`config.mk`:
```
export PLATFORM = sky130hd
export DESIGN_NAME = uart_tx_flat
export DESIGN_NICKNAME = d
export VERILOG_FILES = /design/src/rtl/uart_pkg.sv /design/src/rtl/uart_tx_if.sv /design/src/rtl/uart_baud_gen.sv /design/src/rtl/uart_tx.sv /design/src/flat_wrapper.sv
export SDC_FILE = /design/constraint.sdc
export NUM_CORES = 1
export LEC_CHECK = 0
export CAP_MARGIN = 20
export CORE_MARGIN = 4
export CORE_UTILIZATION = 56
export CTS_CLUSTER_DIAMETER = 50
export DETAILED_ROUTE_END_ITERATION = 16
export PLACE_DENSITY = 0.84
export SKIP_CTS_REPAIR_TIMING = 1
export SLEW_MARGIN = 20
export SYNTH_ARGS = -nofsm -noshare
export SYNTH_HDL_FRONTEND = slang
export SYNTH_HIERARCHICAL = 1
export SYNTH_SLANG_ARGS = --single-unit
```
`constraint.sdc`:
```
create_clock -name i_clk -period 2.94 [get_ports i_clk]
set_input_delay 0.588 -clock i_clk [delete_from_list [all_inputs] [get_ports i_clk]]
set_output_delay 0.588 -clock i_clk [all_outputs]
set_load 0.005 [all_outputs]
```
`src/rtl/uart_pkg.sv`:
```
// Shared UART definitions: FSM states, parity-mode names and the parity helper.
// Used by both uart_tx and uart_rx.
package uart_pkg;

  typedef enum logic [2:0] {
    IDLE,
    START,
    DATA,
    PARITY,
    STOP
  } tx_state_t;

  // Accepted values of the PARITY string parameter
  localparam string PARITY_NONE = "none";
  localparam string PARITY_EVEN = "even";
  localparam string PARITY_ODD  = "odd";

  typedef enum logic [1:0] {
    PAR_NONE,
    PAR_EVEN,
    PAR_ODD
  } parity_mode_t;

  // Payloads are zero-extended to 64 bits; zero padding leaves the parity unchanged.
  function automatic logic parity_bit(input logic [63:0] data, input parity_mode_t mode);
    return (mode == PAR_ODD) ? ~^data : ^data;
  endfunction

endpackage

```
`src/rtl/uart_tx_if.sv`:
```
// Upstream socket read port: the socket offers words, the transmitter pulls them.
interface uart_tx_if #(
  parameter int unsigned DATA_WIDTH = 8
);
  logic                  empty;
  logic                  rd_en;
  logic [DATA_WIDTH-1:0] data;
  logic                  dv;

  modport master (output empty, output data, output dv, input rd_en);
  modport slave  (input empty, input data, input dv, output rd_en);
endinterface

```
`src/rtl/uart_baud_gen.sv`:
```
// Bit-period timer: o_tick marks the last clock of every bit period.
// Holding i_restart keeps the count at zero so a frame starts aligned.
module uart_baud_gen #(
  parameter int unsigned CLKS_PER_BIT = 868
) (
  input  logic i_clk,
  input  logic i_rst,
  input  logic i_restart,
  output logic o_tick
);
  localparam int unsigned CNT_W = $clog2(CLKS_PER_BIT);
  localparam logic [CNT_W-1:0] LAST = CNT_W'(CLKS_PER_BIT - 1);

  logic [CNT_W-1:0] cnt;

  assign o_tick = (cnt == LAST);

  // Free-running bit counter, wrapping after CLKS_PER_BIT cycles
  always_ff @(posedge i_clk) begin
    if (i_rst || i_restart) begin
      cnt <= '0;
    end else if (o_tick) begin
      cnt <= '0;
    end else begin
      cnt <= cnt + 1'b1;
    end
  end
endmodule

```
`src/rtl/uart_tx.sv`:
```
// Socket-fed UART transmitter: pulls words from the upstream socket, buffers
// one word and serialises it as start / data (LSB first) / [parity] / stop.
module uart_tx
  import uart_pkg::*;
#(
  parameter int unsigned DATA_WIDTH   = 8,
  parameter int unsigned CLKS_PER_BIT = 868,
  parameter int unsigned STOP_BITS    = 1,
  parameter string       PARITY       = "none"
) (
  input  logic       i_clk,
  input  logic       i_rst,
  uart_tx_if.slave   sock,
  output logic       o_tx,
  output logic       o_busy,
  output logic       o_overflow
);
  localparam parity_mode_t MODE = (PARITY == PARITY_ODD)  ? PAR_ODD  :
                                  (PARITY == PARITY_EVEN) ? PAR_EVEN : PAR_NONE;
  localparam bit HAS_PARITY = (MODE != PAR_NONE);
  localparam int unsigned BIT_W = (DATA_WIDTH > 1) ? $clog2(DATA_WIDTH) : 1;
  localparam logic [BIT_W-1:0] BIT_LAST = BIT_W'(DATA_WIDTH - 1);
  localparam logic STOP_LAST = 1'(STOP_BITS - 1);

  tx_state_t             state;
  logic [DATA_WIDTH-1:0] hold_q;
  logic [DATA_WIDTH-1:0] shifter;
  logic [BIT_W-1:0]      bit_cnt;
  logic                  hold_valid;
  logic                  req_pending;
  logic                  par_q;
  logic                  stop_cnt;
  logic                  tick;
  logic                  baud_restart;
  logic                  stop_done;
  logic                  hold_free;

  assign baud_restart = (state == IDLE);
  assign o_busy       = (state != IDLE) || hold_valid || req_pending;

  uart_baud_gen #(
    .CLKS_PER_BIT(CLKS_PER_BIT)
  ) u_baud (
    .i_clk    (i_clk),
    .i_rst    (i_rst),
    .i_restart(baud_restart),
    .o_tick   (tick)
  );

  // Hold is emptied whenever the FSM loads it into the shifter (idle or end of stop)
  always_comb begin
    stop_done = (state == STOP) && tick && (stop_cnt == STOP_LAST);
    hold_free = hold_valid && ((state == IDLE) || stop_done);
  end

  // Socket read request, one-word hold register and sticky overflow
  always_ff @(posedge i_clk) begin
    if (i_rst) begin
      sock.rd_en  <= 1'b0;
      req_pending <= 1'b0;
      hold_valid  <= 1'b0;
      hold_q      <= '0;
      o_overflow  <= 1'b0;
    end else begin
      sock.rd_en <= 1'b0;
      if (sock.dv) begin
        req_pending <= 1'b0;
      end else if (!hold_valid && !req_pending && !sock.empty) begin
        sock.rd_en  <= 1'b1;
        req_pending <= 1'b1;
      end

      // A word landing on the cycle hold drains is accepted, not dropped
      if (sock.dv) begin
        if (!hold_valid || hold_free) begin
          hold_q     <= sock.data;
          hold_valid <= 1'b1;
        end else begin
          o_overflow <= 1'b1;
        end
      end else if (hold_free) begin
        hold_valid <= 1'b0;
      end
    end
  end

  // Frame sequencer with registered line output.
  // The PARITY state is package-qualified: the PARITY parameter shadows the import.
  always_ff @(posedge i_clk) begin
    if (i_rst) begin
      state    <= IDLE;
      o_tx     <= 1'b1;
      shifter  <= '0;
      par_q    <= 1'b0;
      bit_cnt  <= '0;
      stop_cnt <= 1'b0;
    end else begin
      case (state)
        IDLE: begin
          o_tx <= 1'b1;
          if (hold_valid) begin
            shifter <= hold_q;
            par_q   <= parity_bit(64'(hold_q), MODE);
            state   <= START;
            o_tx    <= 1'b0;
          end
        end
        START: begin
          if (tick) begin
            o_tx    <= shifter[0];
            shifter <= shifter >> 1;
            bit_cnt <= '0;
            state   <= DATA;
          end
        end
        DATA: begin
          if (tick) begin
            if (bit_cnt == BIT_LAST) begin
              if (HAS_PARITY) begin
                state <= uart_pkg::PARITY;
                o_tx  <= par_q;
              end else begin
                state    <= STOP;
                o_tx     <= 1'b1;
                stop_cnt <= 1'b0;
              end
            end else begin
              bit_cnt <= bit_cnt + 1'b1;
              o_tx    <= shifter[0];
              shifter <= shifter >> 1;
            end
          end
        end
        uart_pkg::PARITY: begin
          if (tick) begin
            state    <= STOP;
            o_tx     <= 1'b1;
            stop_cnt <= 1'b0;
          end
        end
        STOP: begin
          if (tick) begin
            if (stop_cnt == STOP_LAST) begin
              if (hold_valid) begin
                shifter <= hold_q;
                par_q   <= parity_bit(64'(hold_q), MODE);
                state   <= START;
                o_tx    <= 1'b0;
              end else begin
                state <= IDLE;
                o_tx  <= 1'b1;
              end
            end else begin
              stop_cnt <= 1'b1;
            end
          end
        end
        default: begin
          state <= IDLE;
          o_tx  <= 1'b1;
        end
      endcase
    end
  end
endmodule

```
`src/flat_wrapper.sv`:
```
// flat-port wrapper written by rule: the top's interface ports become plain ports
module uart_tx_flat import uart_pkg::*;
#(
  parameter int unsigned DATA_WIDTH   = 8,
  parameter int unsigned CLKS_PER_BIT = 868,
  parameter int unsigned STOP_BITS    = 1,
  parameter string       PARITY       = "    "
)
  (i_clk, i_rst, o_tx, o_busy, o_overflow, sock_empty, sock_data, sock_dv, sock_rd_en);
  uart_tx_if #(.DATA_WIDTH(DATA_WIDTH)) sock_i ();
  input  logic i_clk;
  input  logic i_rst;
  output logic o_tx;
  output logic o_busy;
  output logic o_overflow;
  input wire logic [$bits(sock_i.empty)-1:0] sock_empty;
  input wire logic [$bits(sock_i.data)-1:0] sock_data;
  input wire logic [$bits(sock_i.dv)-1:0] sock_dv;
  output wire logic [$bits(sock_i.rd_en)-1:0] sock_rd_en;
  assign sock_i.empty = sock_empty;
  assign sock_i.data = sock_data;
  assign sock_i.dv = sock_dv;
  assign sock_rd_en = sock_i.rd_en;
  uart_tx #(.DATA_WIDTH(DATA_WIDTH), .CLKS_PER_BIT(CLKS_PER_BIT), .STOP_BITS(STOP_BITS), .PARITY(PARITY)) u_core (.i_clk(i_clk), .i_rst(i_rst), .sock(sock_i), .o_tx(o_tx), .o_busy(o_busy), .o_overflow(o_overflow));
endmodule
```
After elaboration in Yosys (flattened, before gate mapping)
Cells that the tools add are included.
{"block": "word_totals", "input_bits": 12, "word_cells": 97, "output_inout_bits": 4, "reg_bits": 38}
{"block": "op_classes", "eq_ne": 15, "mux": 38, "n_reduce_logical": 29, "bitwise": 2, "addsub": 2}
{"cell": "2-to-1 mux 8 bit", "n": 6}
{"cell": "one-hot mux 8 bit (4 select lines)", "n": 1}
{"cell": "2-to-1 mux 3 bit", "n": 10}
{"cell": "2-to-1 mux 1 bit", "n": 17}
{"cell": "one-hot mux 3 bit (5 select lines)", "n": 1}
{"cell": "inequality test 2 x 1 -> 1 bit, second input constant", "n": 7}
{"cell": "adder 10 x 1 -> 10 bit, second input constant", "n": 1}
{"cell": "equality test 10 bit, second input constant", "n": 1}
{"cell": "AND reduction 5 bit", "n": 2}
{"cell": "AND reduction 7 bit", "n": 1}
{"cell": "equality test 3 x 2 -> 1 bit, second input constant", "n": 2}
{"cell": "equality test 3 bit, second input constant", "n": 2}
{"cell": "one-hot mux 3 bit (2 select lines)", "n": 1}
{"cell": "AND reduction 2 bit", "n": 3}
{"cell": "AND reduction 6 bit", "n": 1}
{"cell": "nonzero test 3 bit", "n": 2}
{"cell": "logical AND 1 bit", "n": 5}
{"cell": "logical OR 1 bit", "n": 5}
{"cell": "one-hot mux 1 bit (5 select lines)", "n": 1}
{"cell": "inequality test 2 bit, second input constant", "n": 2}
{"cell": "AND reduction 4 bit", "n": 1}
{"cell": "nonzero test 2 bit", "n": 2}
{"cell": "nonzero test 4 bit", "n": 1}
{"cell": "OR reduction 2 bit", "n": 2}
{"cell": "6 further kinds", "n": 9}

Longest topological paths before layout
Gate-level depths: netlist (run 1).
{"block": "depth", "word_depth": 8, "mapped_depth": 9}

By module
The synthesis (run 1) kept the hierarchy.
{"module": "uart_tx", "area_per_inst_um2": 1347.5, "cells_per_inst": 147, "seq_area_each_um2": 540.5, "instances": 1}
{"module": "uart_baud_gen", "area_per_inst_um2": 454.2, "cells_per_inst": 53, "seq_area_each_um2": 200.2, "instances": 1}

Worst setup path before layout (run 1)
Ideal clock, no wire load.
{"block": "synth_timing", "path_kind": "register -> register", "startpoint": "register u_core.u_baud.cnt[4]", "endpoint": "register u_core.shifter[0]", "path_slack_ns": 0.836, "path_stages_with_launch": 8, "synth_period_minus_slack_ns": 2.104, "t_arrival_ns": 2.018, "path_buffers": 0, "t_required_ns": 2.854, "path_cell_list": "dfxtp_1 nor4b_1 nand2_1 nor2_1 and2b_4 o22ai_4 nand2_2 a221oi_2"}
{"block": "synth_between", "elab_chain_cells": 3}
{"element": "start, declared", "line": "uart_baud_gen.sv:14", "source": "logic [CNT_W-1:0] cnt;"}
{"element": "start signal, assigned", "line": "uart_baud_gen.sv:25", "source": "cnt <= cnt + 1'b1;"}
{"element": "equality test 10 bit *", "line": "uart_baud_gen.sv:16", "source": "assign o_tick = (cnt == LAST);"}
{"element": "net u_core.tick", "line": "uart_tx.sv:33", "source": "logic tick;"}
{"element": "inequality test 2 x 1 -> 1 bit (no line)"}
{"element": "AND reduction 6 bit (no line) *"}
{"element": "end signal, assigned", "line": "uart_tx.sv:102", "source": "shifter <= hold_q;"}
{"element": "end signal, assigned", "line": "uart_tx.sv:111", "source": "shifter <= shifter >> 1;"}
{"element": "end signal, assigned", "line": "uart_tx.sv:130", "source": "shifter <= shifter >> 1;"}
{"element": "end, declared", "line": "uart_tx.sv:27", "source": "logic [DATA_WIDTH-1:0] shifter;"}
Mark *: on every way through the listed nets, which the timed path passes. The rest lies on a longest branch.
A chain may end at the register's enable or synchronous reset.

Worst setup path in the final report (run 1)
{"block": "layout_timing", "startpoint": "register u_core.u_baud.cnt[3]", "endpoint": "register u_core.shifter[1]"}
Same word-level chain as after synthesis.

==> results of run 1 <==
path summary, 6_finish.rpt:
check | start | to | slack [ns] | cells past startpoint
max | u_core/u_baud/cnt[3] | u_core/shifter[1] | 0.52 | 7
min | u_core/u_baud/cnt[0] | u_core/u_baud/cnt[0] | 0.47 | 1
max reg2reg | u_core/u_baud/cnt[3] | u_core/shifter[1] | 0.52 | 7
min reg2reg | u_core/u_baud/cnt[0] | u_core/u_baud/cnt[0] | 0.47 | 1
layout make-up:
class	count	share of cell area
Multi-Input combinational cell	148	0.488
Tap cell	44	0.0270
Inverter	6	0.0110
Timing Repair Buffer	16	0.0772
Sequential cell	37	0.363
Clock buffer	7	0.0319
Clock inverter	1	0.00245
cells by family (layout without fill, tap and decap cells):
kind of cell / count (synthesis) / after routing / synth area share
XOR/XNOR: 7 / 7 / 0.0340
AND/OR/NAND/NOR: 72 / 72 / 0.203
AO/OA/AOI/OAI: 58 / 58 / 0.251
flip-flops: 37 / 37 / 0.411
adder cells (fa/ha/maj): 3 / 3 / 0.0208
multiplexers: 8 / 8 / 0.0444
buffers and inverters: 15 / 30 / 0.0361
flip-flops by register name (all words and copies together) (netlist names):
| name | cells |
|---|---|
| u_core/sock.rd_en | 1 |
| u_core/o_overflow | 1 |
| u_core/state | 3 |
| u_core/u_baud/cnt | 10 |
| u_core/bit_cnt | 3 |
| u_core/hold_q | 8 |
| u_core/req_pending | 1 |
| u_core/shifter | 8 |
| u_core/o_tx | 1 |
| u_core/hold_valid | 1 |
where the power goes:
group | internal, W | total (W) | switching [W] | leakage [nW]
combinational | 0.0000543 | 0.000109 | 0.0000550 | 0.329
clock | 0.000139 | 0.000296 | 0.000157 | 0.0413
sequential | 0.000521 | 0.000537 | 0.0000163 | 0.302
stage by stage:
stage          hold WS, ns  utilization
2_1_floorplan        0.426            -
3_3_place_gp         0.442        0.641
3_5_place_dp         0.456        0.641
4_1_cts              0.483        0.663
5_1_grt              0.523        0.663
6_report             0.474        0.663
Yosys cell counts, drive strengths merged, types with 2 or more instances:
library cell / n
nor2b: 3
a31oi: 3
nor3b: 2
nand3: 14
xor2: 3
nor2: 26
mux2i: 8
nor3: 5
nor4b: 2
dfxtp: 37
a22oi: 4
and4: 2
o21ai: 16
a21oi: 18
a221oi: 7
or2: 2
ha: 3
buf: 5
nand2: 10
xnor2: 4
inv: 6
clkbuf: 4
critical path, cell delays in order, from the launching register on:
cell and delay [ns]:
dfxtp_1 0.37, nor4b_1 0.48, nand2_1 0.17, nor2_1 0.34, and2b_4 0.28, o22ai_4 0.22
nand2_2 0.20, a221oi_2 0.28
routing by layer:
metal	GRT usage	part of all wire
met1	0.219	0.46
met2	0.313	0.48
met3	0.0399	0.053
met4	0.0712	0.013
met5	0	0
==> results.cfg, run 1 <==
[cells_and_area]
layout_common_cells = dfxtp_1, nor2_1, a21oi_1
syn2layout_area_growth_pct = 13.3
fillers = 252
post-route-cell-area_mm2 = 0.00204
num-nets-final = 229
final_common_cell = dfxtp_1
multi_input_area_um2 = 996
final-seq-area_um2 = 741
num_antenna_cells = 0
drive_gt1_frac = 0.121
fin_cells = 259

[place]
hpwl_um = 2560
io_buffers = 15
gp_congestion = 0.844
post-place-ws_ns = 0.562
place_inst = 251
dpl-instance-area_mm2 = 0.00197

[route]
drt_pass1_iterations = 4
routed-via-count = 1515
ant_nets = 0
drt-total-wl_um = 3540
drtIter0Drc = 74
drt-wirelength-per-cell_um = 13.6
drc = 0
vias_per_cell = 5.85

[clock_tree]
cts_sinks = 37
cts_buffers = 5
cts_tree = done
cts_max_path_buffers = 2
h-tree-depth = 2
clk_latency_ns = 0.32
path_clk_slew_ns = 0.11
clockRootBuffer = clkbuf_4

[critical_path]
crit_path_end_kind = flop
cp-start-kind = flop
cp_max_fo = 7
worstPathArrival_ns = 2.66
crit_type = flop to flop
crit_required_ns = 3.18

[synthesis]
async_flop_share = 0
ys_types = 44
syn-num-nets = 215
synth_edf_count = 0
synth_top_area_cell = dfxtp_1
synth_area_leaders = dfxtp_1, a221oi_2, nor2_1
synth_seq_cells = 37
syn_area_per_cell_um2 = 9.01
synth_area_mm2 = 0.00180
post-synth-top-area-fraction = 0.411
ys.flop_type = dfxtp_1
netlist_instances = 200
yosys_warnings = 6
synth.yosys.seq_area_share = 0.411

[sta]
layout_min_cycle_time_ns = 2.42
drv_slew = 0
clock-skew-final_ns = 0.00607
rsz0062_at_grt = false
finalHoldViolCount = 0
fin_ws_ns = 0.520
setup_viol = 0
slew_headroom = 0.631
fin_crit_sh = 0.823
fmax_mhz = 413
worst_slew_pin_slew_ns = 0.553
fin_tns_setup_ns = 0

[job]
maxCapViolCount = 0

[global_routing]
grt_pass1_vias = 1384
antenna_found_initial = 0
gr-usage-all-layers = 0.182
overflow = 0
grt_max_degree = 28
grt_first_pass_wirelength_um = 6070

[die]
dieArea_mm2 = 0.00419
ios = 16
initial_core_util = 0.585
die_w_um = 64.7
die_h_um = 64.7
core_mm2 = 0.00308
placementRows = 20

[power_and_ir_drop]
power_w = 0.000942
p_leak_nw = 0.672
ir_drop_mv = 0.386
cellPowerDensity_mw_per_mm2 = 461

[status]
outcome = finished clean

[worst_hold_path]
min_path_type = flop to flop
Note: power is estimated with default switching activity, not from simulation.
==> inputs of run 2 (changes only) <==
==> constraint.sdc (replaced) <==
create_clock -name i_clk -period 2.5 [get_ports i_clk]
set_input_delay 0.5 -clock i_clk [delete_from_list [all_inputs] [get_ports i_clk]]
set_output_delay 0.5 -clock i_clk [all_outputs]
set_load 0.005 [all_outputs]
==> run 2 against run 1 <==
  * First-iteration DRC count up 27%
  * Core utilization up 0.24 points
  * Combinational power up 17%
  * Sequential cell count unchanged
  * Non-clock buffer count up 3
  * Total power up 11%
  * Critical path type unchanged
==> results.cfg, run 2 (synthesized netlist as in run 1, its figures left out) <==
[cells_and_area]
drive_gt1_frac = 0.124
post-route-cell-area_mm2 = 0.00205
layout_common_cells = dfxtp_1, nor2_1, a21oi_1
num_antenna_cells = 0
num-nets-final = 232
largest_register_ffs = 10
reg_top3 = u_core/u_baud/cnt x10, u_core/hold_q x8, u_core/shifter x8
final_common_cell = dfxtp_1
regMostFlops = u_core/u_baud/cnt
syn2layout_area_growth_pct = 13.8

[power_and_ir_drop]
power_frac_comb = 0.122
seq_power_share = 0.602
p_leak_nw = 0.676
ir_drop_mv = 0.317
power_frac_clock = 0.276
p_switching_w = 0.000261
cellPowerDensity_mw_per_mm2 = 512
switching_share = 0.249
p_int_w = 0.000788

[sta]
fmax_mhz = 448
finalHoldViolCount = 0
clock-skew-final_ns = 0.00365
drv_slew = 0
slew_headroom = 0.667
setup_viol = 0
layout_min_cycle_time_ns = 2.23
fin_crit_sh = 0.893
rsz0062_at_grt = false
worst_slew_pin_slew_ns = 0.499
fin_tns_setup_ns = 0
fin_ws_ns = 0.267

[clock_tree]
h-tree-depth = 2
path_clk_slew_ns = 0.10
cts_sinks = 37
cts_tree = done
clk_latency_ns = 0.33
clockRootBuffer = clkbuf_4
cts_buffers = 5
cts_max_path_buffers = 2

[critical_path]
crit_type = flop to flop
cp_slowest_cell = dfxtp_1
crit_path_end_kind = flop
crit_required_ns = 2.74
critical-path-max-stage-delay_ns = 0.39
crit_path_cell_trace = ha_1, nor2b_1, nand2_1, nor2_1, nor2b_1, and2_1, nor2_1, a221oi_2
crit_family = simple AND/OR/NAND/NOR gates
worstPathArrival_ns = 2.48
cp-start-kind = flop
path_buf_inv = 0
cp_max_fo = 9
rrSetupSlack_ns = 0.27

[route]
drt_pass1_iterations = 4
ant_nets = 0
drc = 0
drt-total-wl_um = 3580
drt-wirelength-per-cell_um = 13.7
drtIter0Drc = 94
vias_per_cell = 5.88
routed-via-count = 1541

[die]
initial_core_util = 0.585
core_mm2 = 0.00308
ios = 16
dieArea_mm2 = 0.00419
die_w_um = 64.7
die_h_um = 64.7
placementRows = 20

[job]
maxCapViolCount = 0

[global_routing]
antenna_found_initial = 0
grt_pass1_vias = 1476
grt_max_degree = 28
gr-usage-all-layers = 0.196
overflow = 0
grt_first_pass_wirelength_um = 6410

[place]
io_buffers = 15
post-place-ws_ns = 0.245
gp_congestion = 0.856
hpwl_um = 2660
dpl-instance-area_mm2 = 0.00199

[worst_hold_path]
min_path_type = flop to flop

[status]
outcome = finished clean
-- run 2: final timing paths --
| kind | from | end | cells past startpoint |
|---|---|---|---|
| max reg2reg | u_core/u_baud/cnt[0] | u_core/shifter[6] | 8 |
| max | u_core/u_baud/cnt[0] | u_core/shifter[6] | 8 |
| min | u_core/u_baud/cnt[0] | u_core/u_baud/cnt[0] | 1 |
| min reg2reg | u_core/u_baud/cnt[0] | u_core/u_baud/cnt[0] | 1 |
-- run 2: through the flow --
| step | utilization | hold slack [ns] | power, W | instances |
|---|---|---|---|---|
| 5_1_grt | 0.666 | 0.521 | 0.00110 | 262 |
| 3_3_place_gp | 0.648 | 0.442 | 0.000765 | 254 |
| 4_1_cts | 0.664 | 0.485 | 0.00106 | 262 |
| 3_5_place_dp | 0.648 | 0.461 | 0.000772 | 254 |
| 6_report | 0.666 | 0.475 | 0.00105 | 262 |
| 2_1_floorplan | - | 0.426 | 0.000727 | 200 |
-- run 2: routing by layer --
metal,wire (um),GRT usage,up-vias
li1,-,-,763
met3,167,0.0399,14
met2,1730,0.327,57
met1,1570,0.235,707
met5,0,0,-
met4,110,0.106,0
-- run 2: cell type report --
type                    instances  area (um2)
fillers                       241        1030
clock buffers                   8        48.8
multi-input cells             148        1000
repair buffers                 19         180
flip-flops and latches         37         741
well taps                      44        55.1
inverters                       6        22.5
-- run 2: power groups by stage --
stage	registers (W)	logic, W	clock network (W)
floorplan	0.000636	0.0000904	0
global placement	0.000643	0.000122	0
detailed placement	0.000645	0.000128	0
global route	0.000635	0.000142	0.000323
CTS	0.000631	0.000128	0.000301
finish	0.000632	0.000128	0.000289
==> inputs of run 3 (changes only) <==
--- a/config.mk
+++ b/config.mk
@@ -10,8 +10,8 @@
 export CORE_UTILIZATION = 56
 export CTS_CLUSTER_DIAMETER = 50
 export DETAILED_ROUTE_END_ITERATION = 16
-export PLACE_DENSITY = 0.84
-export SKIP_CTS_REPAIR_TIMING = 1
+export DONT_BUFFER_PORTS = 1
+export PLACE_DENSITY = 0.8
 export SLEW_MARGIN = 20
 export SYNTH_ARGS = -nofsm -noshare
 export SYNTH_HDL_FRONTEND = slang
==> constraint.sdc (replaced) <==
create_clock -name i_clk -period 2 [get_ports i_clk]
set_input_delay 0.4 -clock i_clk [delete_from_list [all_inputs] [get_ports i_clk]]
set_output_delay 0.4 -clock i_clk [all_outputs]
set_load 0.005 [all_outputs]
==> run 3 against run 2 <==
  * Total power rose by 29%
  * Die area stayed put
  * Hold slack worse by 0.35 ns
  * Critical path type unchanged
  * Clock skew rose by 0.0075 ns
  * Sequential power is 25% higher
==> results.cfg, run 3 (synthesized netlist as in run 1, its figures left out) <==
[status]
outcome = finished clean

[route]
drt_pass1_iterations = 4
drc = 0
vias_per_cell = 6.09
routed-via-count = 1546
ant_nets = 0
drtIter0Drc = 130
drt-total-wl_um = 3950
drt-wirelength-per-cell_um = 15.5

[critical_path]
crit_family = simple AND/OR/NAND/NOR gates
cp_max_fo = 9
rrSetupSlack_ns = 0.03
cp_slowest_cell = o31a_2
critical-path-max-stage-delay_ns = 0.39
critPathCapture = u_core/hold_q[4]
path_buf_inv = 0
rr_worst_depth = 7
reg2reg_from = u_core/u_baud/cnt[2]
startpoint = u_core/u_baud/cnt[2]
crit_required_ns = 2.23
worstPathArrival_ns = 2.20
reg2reg_to = u_core/hold_q[4]
cp_num_cells = 7
crit_path_cell_trace = nor4b_4, nand2_2, nor2_4, and2b_4, o31a_2, o21ai_1, a21oi_1
crit_path_end_kind = flop
cp-start-kind = flop
crit_type = flop to flop

[cells_and_area]
largest_register_ffs = 10
layout_common_cells = dfxtp_1, nor2_1, a21oi_1
fin_cells = 254
drive_gt1_frac = 0.219
regMostFlops = u_core/u_baud/cnt
multi_input_area_mm2 = 0.00103
reg_top3 = u_core/u_baud/cnt x10, u_core/hold_q x8, u_core/shifter x8
final-seq-area_um2 = 747
syn2layout_area_growth_pct = 11.6
num-nets-final = 224
post-route-cell-area_mm2 = 0.00201
fillers = 260
final_common_cell = dfxtp_1
num_antenna_cells = 0

[clock_tree]
cts_sinks = 37
cts_buffers = 5
cts_tree = done
clk_latency_ns = 0.34
h-tree-depth = 2
cts_max_path_buffers = 2
path_clk_slew_ns = 0.11
clockRootBuffer = clkbuf_4

[sta]
fmax_mhz = 509
worst_slew_pin_slew_ns = 0.491
drv_slew = 0
slew_headroom = 0.672
finalHoldViolCount = 0
clock-skew-final_ns = 0.0111
fin_crit_sh = 0.983
rsz0062_at_grt = true
layout_min_cycle_time_ns = 1.97
setup_viol = 0

[place]
io_buffers = 0
hpwl_um = 2830
gp_congestion = 0.845
place_inst = 243
dpl-instance-area_mm2 = 0.00188

[power_and_ir_drop]
ir_drop_mv = 0.444
p_leak_nw = 0.678
cellPowerDensity_mw_per_mm2 = 676

[global_routing]
grt_pass1_vias = 1512
gr-usage-all-layers = 0.207
overflow = 0
grt_first_pass_wirelength_um = 6670
grt_max_degree = 29
antenna_found_initial = 0

[die]
die_w_um = 64.7
initial_core_util = 0.585
core_mm2 = 0.00308
placementRows = 20
die_h_um = 64.7
dieArea_mm2 = 0.00419
ios = 16

[worst_hold_path]
min_path_type = primary input to flop

[job]
maxCapViolCount = 0
[run 3: cell types whose count changed in the layout (fill, tap and decap cells not counted), sizes merged]
cell,change
buf,+7
clkbuf,-1
clkdlybuf4s50,-15
clkinv,+1
[run 3: final cells by class]
class                   count  area share
flip-flops and latches     37       0.371
multi-input cells         148       0.514
clock inverters             1     0.00249
repair buffers             11      0.0411
inverters                   6      0.0112
clock buffers               7      0.0324
well taps                  44      0.0274
[run 3: layer usage]
metal	vias up	wire (um)	track usage
li1	743	-	-
met1	746	1640	0.234
met2	47	2020	0.355
met3	10	209	0.0555
met4	0	80	0.106
met5	-	0	0
[run 3: what timing repair did]
action | CTS | global route
buffers inserted | 2 | 1
gates resized for setup | 1 | 11
pin swaps | 1 | 7
setup endpoints to repair | 9 | 17
hold buffers | 0 | 0
[run 3: power breakdown]
group          leakage, nW  internal (W)  switching [W]
Sequential           0.304      0.000764      0.0000251
Combinational        0.333     0.0000550      0.0000642
Clock               0.0413      0.000204       0.000246
[run 3: worst reg2reg max path, delay by kind of cell, from the launching register on]
| kind | cells | cell delay (ns) |
|---|---|---|
| AND/OR/NAND/NOR | 4 | 0.85 |
| flip-flops | 1 | 0.37 |
| AO/OA/AOI/OAI | 3 | 0.65 |
[run 3: how the worst min path moves through the flow]
stage / endpoint / slack (ns) / cells after the start / start
floorplan: u_core/u_baud/cnt[0] / 0.43 / 1 / u_core/u_baud/cnt[0]
global placement: u_core/u_baud/cnt[0] / 0.44 / 1 / u_core/u_baud/cnt[0]
detailed placement: u_core/shifter[1] / 0.47 / 1 / i_rst
CTS: u_core/shifter[0] / 0.1 / 1 / i_rst
global route: u_core/shifter[0] / 0.09 / 1 / i_rst
finish: u_core/shifter[0] / 0.12 / 1 / i_rst
[run 3: per-stage QoR]
step / worst slack, ns / setup TNS [ns] / hold slack [ns] / utilization / total power (W)
2_1_floorplan: 0.0237 / 0 / 0.426 / - / 0.000909
3_3_place_gp: 0.102 / 0 / 0.437 / 0.612 / 0.000915
3_5_place_dp: -0.00204 / -0.00204 / 0.474 / 0.612 / 0.000922
4_1_cts: -0.00401 / -0.00401 / 0.0962 / 0.641 / 0.00137
5_1_grt: -0.0808 / -0.873 / 0.0917 / 0.653 / 0.00142
6_report: 0.0342 / 0 / 0.121 / 0.653 / 0.00136
